## src/rtl/medidor_proximidade_duplo.sv

```systemverilog
// Dual ultrasonic ranging sequencer: triggers left then right sensor, times each echo
// and publishes BCD centimetre distances plus timeout / validity flags.
module medidor_proximidade_duplo #(
    parameter int TRIGGER_CYCLES = 500,
    parameter int CYCLES_PER_CM  = 2941,
    parameter int TIMEOUT_CYCLES = 1_500_000,
    parameter int GAP_CYCLES     = 3_000_000
) (
    input  logic        clock,
    input  logic        reset,
    input  logic        medir,
    input  logic        echo_esq,
    input  logic        echo_dir,
    output logic        trigger_esq,
    output logic        trigger_dir,
    output logic [11:0] medida_esq,
    output logic [11:0] medida_dir,
    output logic        timeout_esq,
    output logic        timeout_dir,
    output logic        ocupado,
    output logic        pronto,
    output logic        medidas_validas
);

    typedef enum logic [3:0] {
        IDLE,
        TRIG_ESQ,
        WAIT_ESQ,
        MEAS_ESQ,
        STORE_ESQ,
        GAP,
        TRIG_DIR,
        WAIT_DIR,
        MEAS_DIR,
        STORE_DIR,
        DONE
    } state_t;

    state_t      state, next_state;
    logic [1:0]  sync_esq, sync_dir;
    logic        prev_esq, prev_dir;
    logic [31:0] cnt;
    logic [31:0] presc;
    logic [11:0] bcd;
    logic        timed_out;
    logic        echo_s, echo_p, rise, fall;
    logic        in_wait, in_meas, timeout_hit, keep_cnt;

    // Saturating 3-digit BCD increment: 999 never wraps to 000.
    function automatic logic [11:0] bcd_inc(input logic [11:0] v);
        logic [11:0] r;
        r = v;
        if (v != 12'h999) begin
            if (v[3:0] != 4'd9) begin
                r[3:0] = v[3:0] + 4'd1;
            end else begin
                r[3:0] = 4'd0;
                if (v[7:4] != 4'd9) begin
                    r[7:4] = v[7:4] + 4'd1;
                end else begin
                    r[7:4]  = 4'd0;
                    r[11:8] = v[11:8] + 4'd1;
                end
            end
        end
        return r;
    endfunction

    // Round half up: leftover prescaler of at least half a centimetre adds one cm.
    function automatic logic [11:0] bcd_round(input logic [11:0] v, input logic [31:0] p);
        return (p >= 32'(CYCLES_PER_CM / 2)) ? bcd_inc(v) : v;
    endfunction

    assign in_wait = (state == WAIT_ESQ) || (state == WAIT_DIR);
    assign in_meas = (state == MEAS_ESQ) || (state == MEAS_DIR);
    assign echo_s  = (state == WAIT_DIR || state == MEAS_DIR) ? sync_dir[1] : sync_esq[1];
    assign echo_p  = (state == WAIT_DIR || state == MEAS_DIR) ? prev_dir    : prev_esq;
    assign rise    = echo_s & ~echo_p;
    assign fall    = ~echo_s & echo_p;

    always_comb begin
        next_state  = state;
        timeout_hit = 1'b0;
        case (state)
            IDLE:      if (medir) next_state = TRIG_ESQ;
            TRIG_ESQ:  if (cnt == 32'(TRIGGER_CYCLES - 1)) next_state = WAIT_ESQ;
            WAIT_ESQ: begin
                if (rise) begin
                    next_state = MEAS_ESQ;
                end else if (cnt >= 32'(TIMEOUT_CYCLES - 1)) begin
                    next_state  = STORE_ESQ;
                    timeout_hit = 1'b1;
                end
            end
            MEAS_ESQ: begin
                if (fall) begin
                    next_state = STORE_ESQ;
                end else if (cnt >= 32'(TIMEOUT_CYCLES - 1)) begin
                    next_state  = STORE_ESQ;
                    timeout_hit = 1'b1;
                end
            end
            STORE_ESQ: next_state = GAP;
            GAP:       if (cnt == 32'(GAP_CYCLES - 1)) next_state = TRIG_DIR;
            TRIG_DIR:  if (cnt == 32'(TRIGGER_CYCLES - 1)) next_state = WAIT_DIR;
            WAIT_DIR: begin
                if (rise) begin
                    next_state = MEAS_DIR;
                end else if (cnt >= 32'(TIMEOUT_CYCLES - 1)) begin
                    next_state  = STORE_DIR;
                    timeout_hit = 1'b1;
                end
            end
            MEAS_DIR: begin
                if (fall) begin
                    next_state = STORE_DIR;
                end else if (cnt >= 32'(TIMEOUT_CYCLES - 1)) begin
                    next_state  = STORE_DIR;
                    timeout_hit = 1'b1;
                end
            end
            STORE_DIR: next_state = DONE;
            DONE:      next_state = IDLE;
            default:   next_state = IDLE;
        endcase
    end

    // The timeout counter keeps running from WAIT into MEAS; every other state change restarts it.
    assign keep_cnt = in_wait && (next_state == MEAS_ESQ || next_state == MEAS_DIR);

    always_ff @(posedge clock) begin
        if (!reset) begin
            state           <= IDLE;
            sync_esq        <= 2'b00;
            sync_dir        <= 2'b00;
            prev_esq        <= 1'b0;
            prev_dir        <= 1'b0;
            cnt             <= '0;
            presc           <= '0;
            bcd             <= '0;
            timed_out       <= 1'b0;
            trigger_esq     <= 1'b0;
            trigger_dir     <= 1'b0;
            medida_esq      <= 12'h999;
            medida_dir      <= 12'h999;
            timeout_esq     <= 1'b0;
            timeout_dir     <= 1'b0;
            ocupado         <= 1'b0;
            pronto          <= 1'b0;
            medidas_validas <= 1'b0;
        end else begin
            state    <= next_state;
            sync_esq <= {sync_esq[0], echo_esq};
            sync_dir <= {sync_dir[0], echo_dir};
            prev_esq <= sync_esq[1];
            prev_dir <= sync_dir[1];

            if (state == IDLE || (next_state != state && !keep_cnt)) begin
                cnt <= '0;
            end else begin
                cnt <= cnt + 32'd1;
            end

            // The rising-edge clock already counts as the first echo-high clock.
            if (in_wait && rise) begin
                presc <= 32'd1;
                bcd   <= 12'h000;
            end else if (in_meas && echo_s) begin
                if (presc == 32'(CYCLES_PER_CM - 1)) begin
                    presc <= '0;
                    bcd   <= bcd_inc(bcd);
                end else begin
                    presc <= presc + 32'd1;
                end
            end

            if (state == TRIG_ESQ || state == TRIG_DIR) begin
                timed_out <= 1'b0;
            end else if (timeout_hit) begin
                timed_out <= 1'b1;
            end

            if (state == STORE_ESQ) begin
                medida_esq  <= timed_out ? 12'h999 : bcd_round(bcd, presc);
                timeout_esq <= timed_out;
            end
            if (state == STORE_DIR) begin
                medida_dir  <= timed_out ? 12'h999 : bcd_round(bcd, presc);
                timeout_dir <= timed_out;
            end

            trigger_esq <= (next_state == TRIG_ESQ);
            trigger_dir <= (next_state == TRIG_DIR);
            ocupado     <= (next_state != IDLE);
            pronto      <= (next_state == DONE);
            if (next_state == DONE) medidas_validas <= 1'b1;
        end
    end

endmodule

```

## config.mk

```make
export PLATFORM = sky130hd
export DESIGN_NAME = medidor_proximidade_duplo
export DESIGN_NICKNAME = d
export VERILOG_FILES = /design/src/rtl/medidor_proximidade_duplo.sv
export SDC_FILE = /design/constraint.sdc
export NUM_CORES = 1
export LEC_CHECK = 0
export BUFFER_PORTS_ARGS = -buffer_cell sky130_fd_sc_hd__buf_2
export CORE_UTILIZATION = 63
export CTS_BUF_LIST = sky130_fd_sc_hd__clkbuf_4
export DETAILED_ROUTE_END_ITERATION = 8
export PLACE_DENSITY = 0.9
export SYNTH_ARGS = -nofsm -noshare
export SYNTH_HDL_FRONTEND = slang
export SYNTH_SLANG_ARGS = --single-unit
```

## constraint.sdc

```tcl
create_clock -name clock -period 2.75 [get_ports clock]
set_input_delay 0.4125 -clock clock [delete_from_list [all_inputs] [get_ports clock]]
set_output_delay 0.4125 -clock clock [all_outputs]
set_load 0.05 [all_outputs]
```

==> results of run 1 <==
-- cells in the mapped netlist (12+ instances only) --
master	count
dfxtp_1	118
xnor2_1	36
and3_1	14
a21oi_1	21
clkbuf_1	20
nor2_1	110
a2111oi_2	26
inv_1	18
xor2_1	32
o21ai_0	24
nand3_1	29
nor3_1	12
nand2_1	76
nor4_1	15
nand4_1	17
-- routing by layer --
| layer | vias up | part of all wire, % |
|---|---|---|
| met5 | - | 0 |
| met2 | 253 | 49 |
| met1 | 2607 | 41 |
| met3 | 57 | 6.4 |
| li1 | 2643 | - |
| met4 | 0 | 3.5 |
-- state kept, by name (all words and copies together), names as in the netlist, 2 cells and up --
name and flops:
bcd 12, cnt 32, medida_dir 12, medida_esq 12, presc 32, state 4
sync_dir 2, sync_esq 2
-- kinds of logic (layout without fill, tap and decap cells) --
logic type	after synthesis	count (layout)
AND/OR/NAND/NOR	324	324
multiplexers	10	10
buffers and inverters	58	113
adder cells (fa/ha/maj)	6	6
flip-flops	118	118
XOR/XNOR	68	68
AO/OA/AOI/OAI	128	128
-- final cells by class --
| cell class | instances | area [um^2] | share of cell area, % |
|---|---|---|---|
| Multi-Input combinational cell | 536 | 3690 | 52.9 |
| Tap cell | 133 | 166 | 2.39 |
| Sequential cell | 118 | 2360 | 33.9 |
| Clock inverter | 14 | 158 | 2.26 |
| Clock buffer | 18 | 135 | 1.94 |
| Timing Repair Buffer | 62 | 390 | 5.60 |
| Inverter | 19 | 71.3 | 1.02 |
-- metrics by stage --
| stage | cells | instance area, um^2 |
|---|---|---|
| detailed placement | 864 | 6630 |
| CTS | 896 | 6920 |
| global placement | 864 | 6630 |
| global route | 900 | 6970 |
| finish | 900 | 6970 |
| floorplan | 712 | 6310 |
-- worst paths after layout --
check	startpoint	to	slack (ns)	depth (start not counted)
setup / recovery	cnt[0]$_SDFF_PP0_	cnt[28]$_SDFF_PP0_	0.16	9
hold / removal	echo_dir	sync_dir[0]$_SDFF_PN0_	0.06	2
setup reg to reg	cnt[0]$_SDFF_PP0_	cnt[28]$_SDFF_PP0_	0.16	9
hold reg to reg	sync_esq[0]$_SDFF_PN0_	sync_esq[1]$_SDFF_PN0_	0.45	1
-- where the power goes --
group	leakage, nW	switching, mW	internal (mW)
combinational	1.27	0.0966	0.0362
sequential	0.953	0.00843	1.72
clock	0.145	0.677	0.628
total	2.37	0.782	2.38
-- timing repair --
item	in CTS	in global routing
hold endpoints to repair	0	0
setup buffers	0	4
gates resized for setup	0	6
endpoints found under the setup margin	0	37
hold buffers	0	0
==> results.py, run 1 <==
metrics = {
    "worst_setup_path": {
        "start_kind": "flip-flop",
        "worst-path-buf-inv": 1,
        "cp-end-kind": "flip-flop",
        "crit_slowest_cell": "o311ai_1",
        "crit_family": "compound AO/OA/AOI/OAI gates",
        "arrival_ns": 3.05,
        "worst-setup-path-type": "flip-flop to flip-flop",
        "cp_cell_sequence": "ha_1 -> nand4_1 -> nand2_1 -> o311ai_1 -> and2_1 -> o22a_2 -> o2111ai_4 -> buf_4 -> a2111oi_2",
        "worstPathRequired_ns": 3.20,
        "slowest_delay_ns": 0.42,
        "cp_max_fo": 20,
    },
    "sta": {
        "rsz0062_at_grt": "no",
        "hold_viol_final": 0,
        "hold_slack_ns": 0.0629,
        "worst_pin_slew_ns": 1.06,
        "min_period_over_period_pct": 94.4,
        "fin_crit_ns": 2.59,
        "maxSlewViolCount": 0,
        "clock.fmax_mhz": 385,
        "slew_headroom_pct": 29.0,
        "timing.final.ws_setup_ns": 0.155,
        "setup_violations": 0,
        "setup-tns-final_ns": 0,
        "fin_skew_ns": 0.0194,
    },
    "cells_and_area": {
        "fin_nets": 765,
        "final_core_util_pct": 71.7,
        "layout-drive-gt1-share_pct": 19.9,
        "layout_commonest_cell": "dfxtp_1",
        "diodes": 0,
        "final_cell_mix": "116 x dfxtp_1, 110 x nor2_1, 76 x nand2_1",
        "fillers": 734,
        "syn_to_final_growth_pct": 10.5,
    },
    "min_path": {
        "hold_class": "input port to flip-flop",
    },
    "floorplanning": {
        "dieArea_um2": 10400,
        "core-area_um2": 9730,
        "rows": 36,
        "die_w_um": 102,
        "fp.dieH_um": 102,
        "initial_utilization_pct": 64.9,
        "num_io_pins": 36,
    },
    "logic_synthesis": {
        "synth_area_leaders": "dfxtp_1 37%, nor2_1 6.5%, a2111oi_2 6.2%, xnor2_1 5.0%, nand2_1 4.5%",
        "synth_top_area_share_pct": 37.4,
        "async_flop_share_pct": 0,
        "yosysSeqAreaShare_pct": 37.4,
        "yosysUniqueCellTypes": 73,
        "synth_xor_area_share_pct": 9.44,
        "synthMuxAreaShare_pct": 1.65,
        "yosys.area_share.simple_pct": 26.0,
        "syn_area_per_cell_um2": 8.86,
        "ys.flop_type": "dfxtp_1",
        "ys_ff_latch": 118,
        "yosys.area_share.adder_pct": 1.19,
        "synthesis.area_um2": 6310,
        "synth_edf_count": 0,
        "syn_nets": 723,
        "synth_compound_area_share_pct": 19.8,
        "yosys.area.top_type": "dfxtp_1",
        "netlist_instances": 712,
        "synth_top_family_by_area": "simple AND/OR/NAND/NOR gates",
        "synth_warnings": 0,
    },
    "clocking": {
        "cts-root-buf": "clkbuf_4",
        "cts.clk_slew.worst_paths_ns": 0.11,
        "clock_path_buffers": 2,
        "cts_tree": "yes",
        "numCtsBuffers": 17,
        "htreeDepth": 4,
        "clock-sinks": 118,
        "clkLatencyLatePin_ns": 0.56,
    },
    "global_route": {
        "met1_usage_pct": 35.8,
        "grt_pass1_wl_mm": 24.4,
        "grtUsageTotal_pct": 29.8,
        "grt-busiest-layer": "met2",
        "met2_usage_pct": 49.5,
        "grt_overflow": 0,
        "antenna_found_initial": 0,
        "met3_usage_pct": 7.25,
        "grt_pass1_vias": 5311,
        "grt_max_degree": 34,
    },
    "pwr": {
        "p_leak_nw": 2.37,
        "ir_drop_v": 0.000285,
        "finalPower_mw": 3.16,
        "power.density_nw_per_um2": 454,
    },
    "placed_design": {
        "io_buffers": 35,
        "dpl_worst_slack_ns": 0.122,
        "routabilityCongestion": 0.919,
        "dp.final_hpwl_mm": 9.97,
    },
    "routing": {
        "drt_wl_total_mm": 14.6,
        "dr.pass1.iters": 5,
        "drc": 0,
        "vias_per_cell": 6.18,
        "ant_nets": 0,
        "vias": 5560,
        "wire_per_inst_um": 16.2,
        "dr.first_iter.drc_count": 271,
    },
    "status": {
        "status": "completed",
    },
    "run": {
        "drv_cap": 0,
    },
}
Power figures use the tool's default switching activity.
==> run 2, diff against run 1 <==
Clock period 2.75 ns to 2.72 ns, I/O delays scaled along.
==> results.py, run 2 (synthesis results as in run 1) <==
metrics = {
    "cells_and_area": {
        "fin_nets": 764,
        "syn_to_final_growth_pct": 11.7,
        "final_cell_area_um2": 7050,
        "top_regs": "cnt: 32 flops, presc: 32 flops",
        "final_cells": 899,
        "diodes": 0,
        "layout_commonest_cell": "dfxtp_1",
        "final_cell_mix": "116 x dfxtp_1, 110 x nor2_1, 76 x nand2_1",
        "layout-drive-gt1-share_pct": 20.1,
    },
    "worst_setup_path": {
        "crit_slowest_cell": "mux2_2",
        "worst-setup-path-type": "flip-flop to flip-flop",
        "slowest_delay_ns": 0.43,
        "worstPathRequired_ns": 3.11,
        "cp_cell_sequence": "buf_4 -> a221oi_2 -> o22ai_4 -> nor2_1 -> mux2_2 -> a31oi_4 -> buf_12 -> a2111oi_2",
        "start_kind": "flip-flop",
        "worst-path-buf-inv": 2,
        "cp_max_fo": 23,
        "crit_family": "compound AO/OA/AOI/OAI gates",
        "cp-end-kind": "flip-flop",
        "arrival_ns": 3.05,
    },
    "routing": {
        "drt_wl_total_mm": 15.2,
        "drc": 0,
        "dr.pass1.iters": 5,
        "dr.first_iter.drc_count": 379,
        "vias_per_cell": 6.18,
        "wire_per_inst_um": 16.9,
        "vias": 5556,
        "ant_nets": 0,
    },
    "clocking": {
        "clock_path_buffers": 2,
        "clock-sinks": 118,
        "clkLatencyLatePin_ns": 0.55,
        "numCtsBuffers": 17,
        "cts_tree": "yes",
        "cts.clk_slew.worst_paths_ns": 0.10,
        "cts-root-buf": "clkbuf_4",
        "htreeDepth": 4,
    },
    "global_route": {
        "grt_pass1_wl_mm": 25.4,
        "grt_pass1_vias": 5420,
        "grtUsageTotal_pct": 31.3,
        "antenna_found_initial": 0,
        "grt_overflow": 0,
        "grt_max_degree": 34,
    },
    "floorplanning": {
        "num_io_pins": 36,
        "core-area_um2": 9730,
        "die_w_um": 102,
        "initial_utilization_pct": 64.9,
        "rows": 36,
        "fp.dieH_um": 102,
        "dieArea_um2": 10400,
    },
    "sta": {
        "rsz0062_at_grt": "yes",
        "hold_viol_final": 0,
        "clock.fmax_mhz": 375,
        "setup_violations": 0,
        "fin_skew_ns": 0.0179,
        "slew_headroom_pct": 27.5,
        "hold_slack_ns": 0.0750,
        "maxSlewViolCount": 0,
        "min_period_over_period_pct": 98.0,
        "worst_pin_slew_ns": 1.09,
        "fin_crit_ns": 2.66,
    },
    "pwr": {
        "ir_drop_v": 0.000370,
        "power.density_nw_per_um2": 492,
        "p_leak_nw": 2.41,
    },
    "run": {
        "drv_cap": 0,
    },
    "placed_design": {
        "routabilityCongestion": 0.973,
        "placedCellCount": 862,
        "dp.final_hpwl_mm": 10.1,
        "io_buffers": 35,
        "placed_area_um2": 6630,
    },
    "status": {
        "status": "completed",
    },
    "min_path": {
        "hold_class": "input port to flip-flop",
    },
}
[run 2: cell types whose count changed in the layout (fill, tap and decap cells not counted), sizes merged]
cell      before  now
clkbuf        18   20
inv           19   18
clkinvlp       4    0
bufinv         3    6
buf           62   61
[run 2: path summary, 6_finish.rpt]
check | from | end | slack, ns | depth (start not counted)
hold reg to reg | sync_esq[0]$_SDFF_PN0_ | sync_esq[1]$_SDFF_PN0_ | 0.45 | 1
hold / removal | echo_dir | sync_dir[0]$_SDFF_PN0_ | 0.07 | 2
setup / recovery | state[0]$_SDFF_PN0_ | cnt[9]$_SDFF_PP0_ | 0.06 | 8
setup reg to reg | state[0]$_SDFF_PN0_ | cnt[9]$_SDFF_PP0_ | 0.06 | 8
[run 2: report_power, final]
part	switching, mW	internal (mW)
clock network	0.655	0.931
registers	0.00638	1.73
logic	0.103	0.0380
total	0.764	2.70
[run 2: layout make-up]
| class | count | area, um^2 |
|---|---|---|
| Fill cell | 717 | 2680 |
| Multi-Input combinational cell | 536 | 3700 |
| Inverter | 19 | 71.3 |
| Timing Repair Buffer | 61 | 395 |
| Clock buffer | 20 | 150 |
| Tap cell | 133 | 166 |
| Sequential cell | 118 | 2360 |
| Clock inverter | 12 | 206 |
[run 2: timing repair]
item / CTS / global route
endpoints found under the setup margin: 0 / 55
gates resized for setup: 0 / 7
hold buffers: 0 / 0
buffers inserted: 0 / 5
[run 2: routing by layer]
layer,up-vias,GRT usage [%],part of all wire [%]
met4,0,15.9,2.8
met3,45,7.73,6.7
met1,2637,37.1,40
met5,-,0,0
met2,242,52.8,50
li1,2632,-,-
[run 2: stage by stage]
| stage | util (%) | TNS, ns | worst slack [ns] | power (mW) |
|---|---|---|---|---|
| finish | 72.5 | 0 | 0.0556 | 3.47 |
| CTS | 71.8 | 0 | 0.0418 | 3.48 |
| detailed placement | 68.1 | 0 | 0.0894 | 1.92 |
| global placement | 68.1 | 0 | 0.218 | 1.91 |
| global route | 72.5 | -0.624 | -0.0367 | 3.55 |
| floorplan | - | 0 | 0.343 | 1.89 |
==> run 3, diff against run 2 <==
Settings changed: ABC_AREA set to 1.
==> results.py, run 3 <==
metrics = {
    "status": {
        "status": "completed",
    },
    "global_route": {
        "grt_max_degree": 33,
        "met1_usage_pct": 36.3,
        "grt-busiest-layer": "met2",
        "grt_overflow": 0,
        "antenna_found_initial": 0,
        "grtUsageTotal_pct": 29.2,
        "grt_pass1_vias": 5379,
        "met3_usage_pct": 7.56,
        "met2_usage_pct": 47.9,
        "grt_pass1_wl_mm": 23.6,
    },
    "min_path": {
        "worstHoldStart": "echo_esq",
        "hold_class": "input port to flip-flop",
    },
    "run": {
        "drv_cap": 0,
    },
    "floorplanning": {
        "dieArea_um2": 10200,
        "core-area_um2": 9370,
        "rows": 35,
        "initial_utilization_pct": 65.8,
        "num_io_pins": 36,
        "fp.dieH_um": 101,
        "die_w_um": 101,
    },
    "worst_setup_path": {
        "worst-setup-path-type": "flip-flop to flip-flop",
        "cp-startpoint": "state[0]$_SDFF_PN0_",
        "cp-end-kind": "flip-flop",
        "start_kind": "flip-flop",
        "r2r_start": "state[0]$_SDFF_PN0_",
        "cp_max_fo": 13,
        "arrival_ns": 2.95,
        "worstPathRequired_ns": 3.21,
    },
    "logic_synthesis": {
        "synth_area_leaders": "dfxtp_1 38%, nand2_1 12%, inv_1 8.3%, nor2_1 8.2%, xor2_1 5.1%",
        "async_flop_share_pct": 0,
        "yosys.area.top_type": "dfxtp_1",
        "synthesis.area_um2": 6160,
        "syn_nets": 919,
        "ys.flop_type": "dfxtp_1",
        "synth_warnings": 0,
        "ys_top_cells_by_count": "191 x nand2_1, 137 x inv_1, 135 x nor2_1, 118 x dfxtp_1, 48 x a21oi_1",
        "yosysUniqueCellTypes": 43,
        "syn_area_per_cell_um2": 6.79,
        "ys_ff_latch": 118,
        "netlist_instances": 908,
        "synth_top_area_share_pct": 38.3,
        "synth_edf_count": 0,
        "yosysSeqAreaShare_pct": 38.3,
        "yosysMostFrequentCell": "nand2_1",
    },
    "placed_design": {
        "dpl_worst_slack_ns": 0.238,
        "io_buffers": 35,
        "dp.final_hpwl_mm": 10.2,
        "routabilityCongestion": 0.928,
    },
    "routing": {
        "drt_wl_total_mm": 14.1,
        "ant_nets": 0,
        "vias_per_cell": 5.38,
        "vias": 5882,
        "drc": 0,
        "dr.pass1.iters": 5,
        "dr.first_iter.drc_count": 368,
        "wire_per_inst_um": 12.9,
    },
    "sta": {
        "fin_crit_ns": 2.47,
        "setup_violations": 0,
        "fin_skew_ns": 0.0240,
        "rsz0062_at_grt": "no",
        "slew_headroom_pct": 54.3,
        "timing.final.ws_setup_ns": 0.255,
        "clock.fmax_mhz": 406,
        "setup-tns-final_ns": 0,
        "min_period_over_period_pct": 90.6,
        "hold_viol_final": 0,
        "maxSlewViolCount": 0,
        "worst_pin_slew_ns": 0.677,
    },
    "cells_and_area": {
        "diodes": 0,
        "syn_to_final_growth_pct": 9.24,
        "fin_nets": 962,
        "layout_commonest_cell": "nand2_1",
        "layout-drive-gt1-share_pct": 10.8,
        "final_cell_mix": "191 x nand2_1, 137 x inv_1, 134 x nor2_1",
        "top_regs": "cnt: 32 flops, presc: 32 flops",
    },
    "pwr": {
        "p_leak_nw": 2.74,
        "p_sw_share_pct": 27.3,
        "power.density_nw_per_um2": 435,
        "pwr-share-comb_pct": 3.0,
        "ir_drop_v": 0.000400,
        "p_seq_share_pct": 59.4,
        "clockPowerShare_pct": 37.6,
        "p_int_mw": 2.13,
        "switchingPower_mw": 0.799,
    },
    "clocking": {
        "clkLatencyLatePin_ns": 0.56,
        "clock_path_buffers": 2,
        "cts_tree": "yes",
        "clock-sinks": 118,
        "cts_hold_buf": 0,
        "cts.clk_slew.worst_paths_ns": 0.13,
        "htreeDepth": 4,
        "cts-root-buf": "clkbuf_4",
        "numCtsBuffers": 17,
    },
}
==> run 3: cell types whose count changed after synthesis, sizes merged, moves of 11 or more <==
cell     change
nor2        +33
buf         -12
and3        -11
xnor2       -30
a2111oi     -34
o21ai       +12
nand2      +122
nand3       +16
a21oi       +27
nor3        +18
inv        +122
==> run 3: power groups by stage <==
stage                     Combinational [mW]  Sequential, mW  Clock, mW
final                                 0.0874            1.74       1.10
after CTS                             0.0862            1.74       1.11
after global placement                0.0840            1.78          0
after detailed placement              0.0859            1.78          0
after floorplan                       0.0554            1.79          0
after global routing                  0.0971            1.74       1.19
==> run 3: worst max-delay path: stages, from the launching register on <==
cell,delay [ns]
dfxtp_1,0.50
nand2_1,0.11
inv_1,0.13
nand2_4,0.09
nand2_4,0.08
nand2_1,0.06
nand2_2,0.10
nand2_4,0.12
nor3_4,0.21
nand3_1,0.16
nor2_1,0.23
inv_1,0.15
nor3_1,0.24
o21ai_0,0.11
a21oi_1,0.12
==> run 3: layout make-up <==
class	count	area (um^2)
inverter	140	526
tap	129	161
timing repair buffer	42	228
fill	791	2640
clock inverter	14	104
clock buffer	18	135
multi-input combinational	632	3220
sequential	118	2360
==> run 3: what timing repair did <==
action                                  4_1_cts  5_1_grt
endpoints found under the setup margin        0       42
setup buffers                                 0        0
gates resized for setup                       0        4
==> run 3: cells by family (layout without fill, tap and decap cells) <==
logic type / count (synthesis) / in the layout / share of synthesized area, %
simple gates: 467 / 467 / 33.9
xor+xnor: 42 / 42 / 5.97
compound gates: 117 / 117 / 10.8
buf+inv: 158 / 214 / 9.75
fa+ha+maj: 6 / 6 / 1.22
flops: 118 / 118 / 38.3
==> run 3: stage by stage <==
stage,total power [mW],util (%),instance area (um^2),instances,hold slack [ns]
global route,3.03,71.8,6730,1093,0.0216
floorplan,1.84,-,6160,908,0.390
finish,2.93,71.8,6730,1093,0.0441
global placement,1.86,69.1,6480,1061,0.393
CTS,2.94,71.7,6720,1093,0.0318
detailed placement,1.87,69.1,6480,1061,0.429
==> run 3: path summary, 6_finish.rpt <==
path,to,slack (ns),depth (start not counted)
hold reg to reg,sync_dir[1]$_SDFF_PN0_,0.44,2
setup / recovery,presc[25]$_SDFFE_PP0P_,0.25,14
setup reg to reg,presc[25]$_SDFFE_PP0P_,0.25,14
hold / removal,sync_esq[0]$_SDFF_PN0_,0.04,3
==> run 3: layer usage <==
metal	up-vias	part of all wire [%]
li1	3012	-
met2	189	47
met5	-	0
met3	40	5.6
met4	0	2.4
met1	2641	45
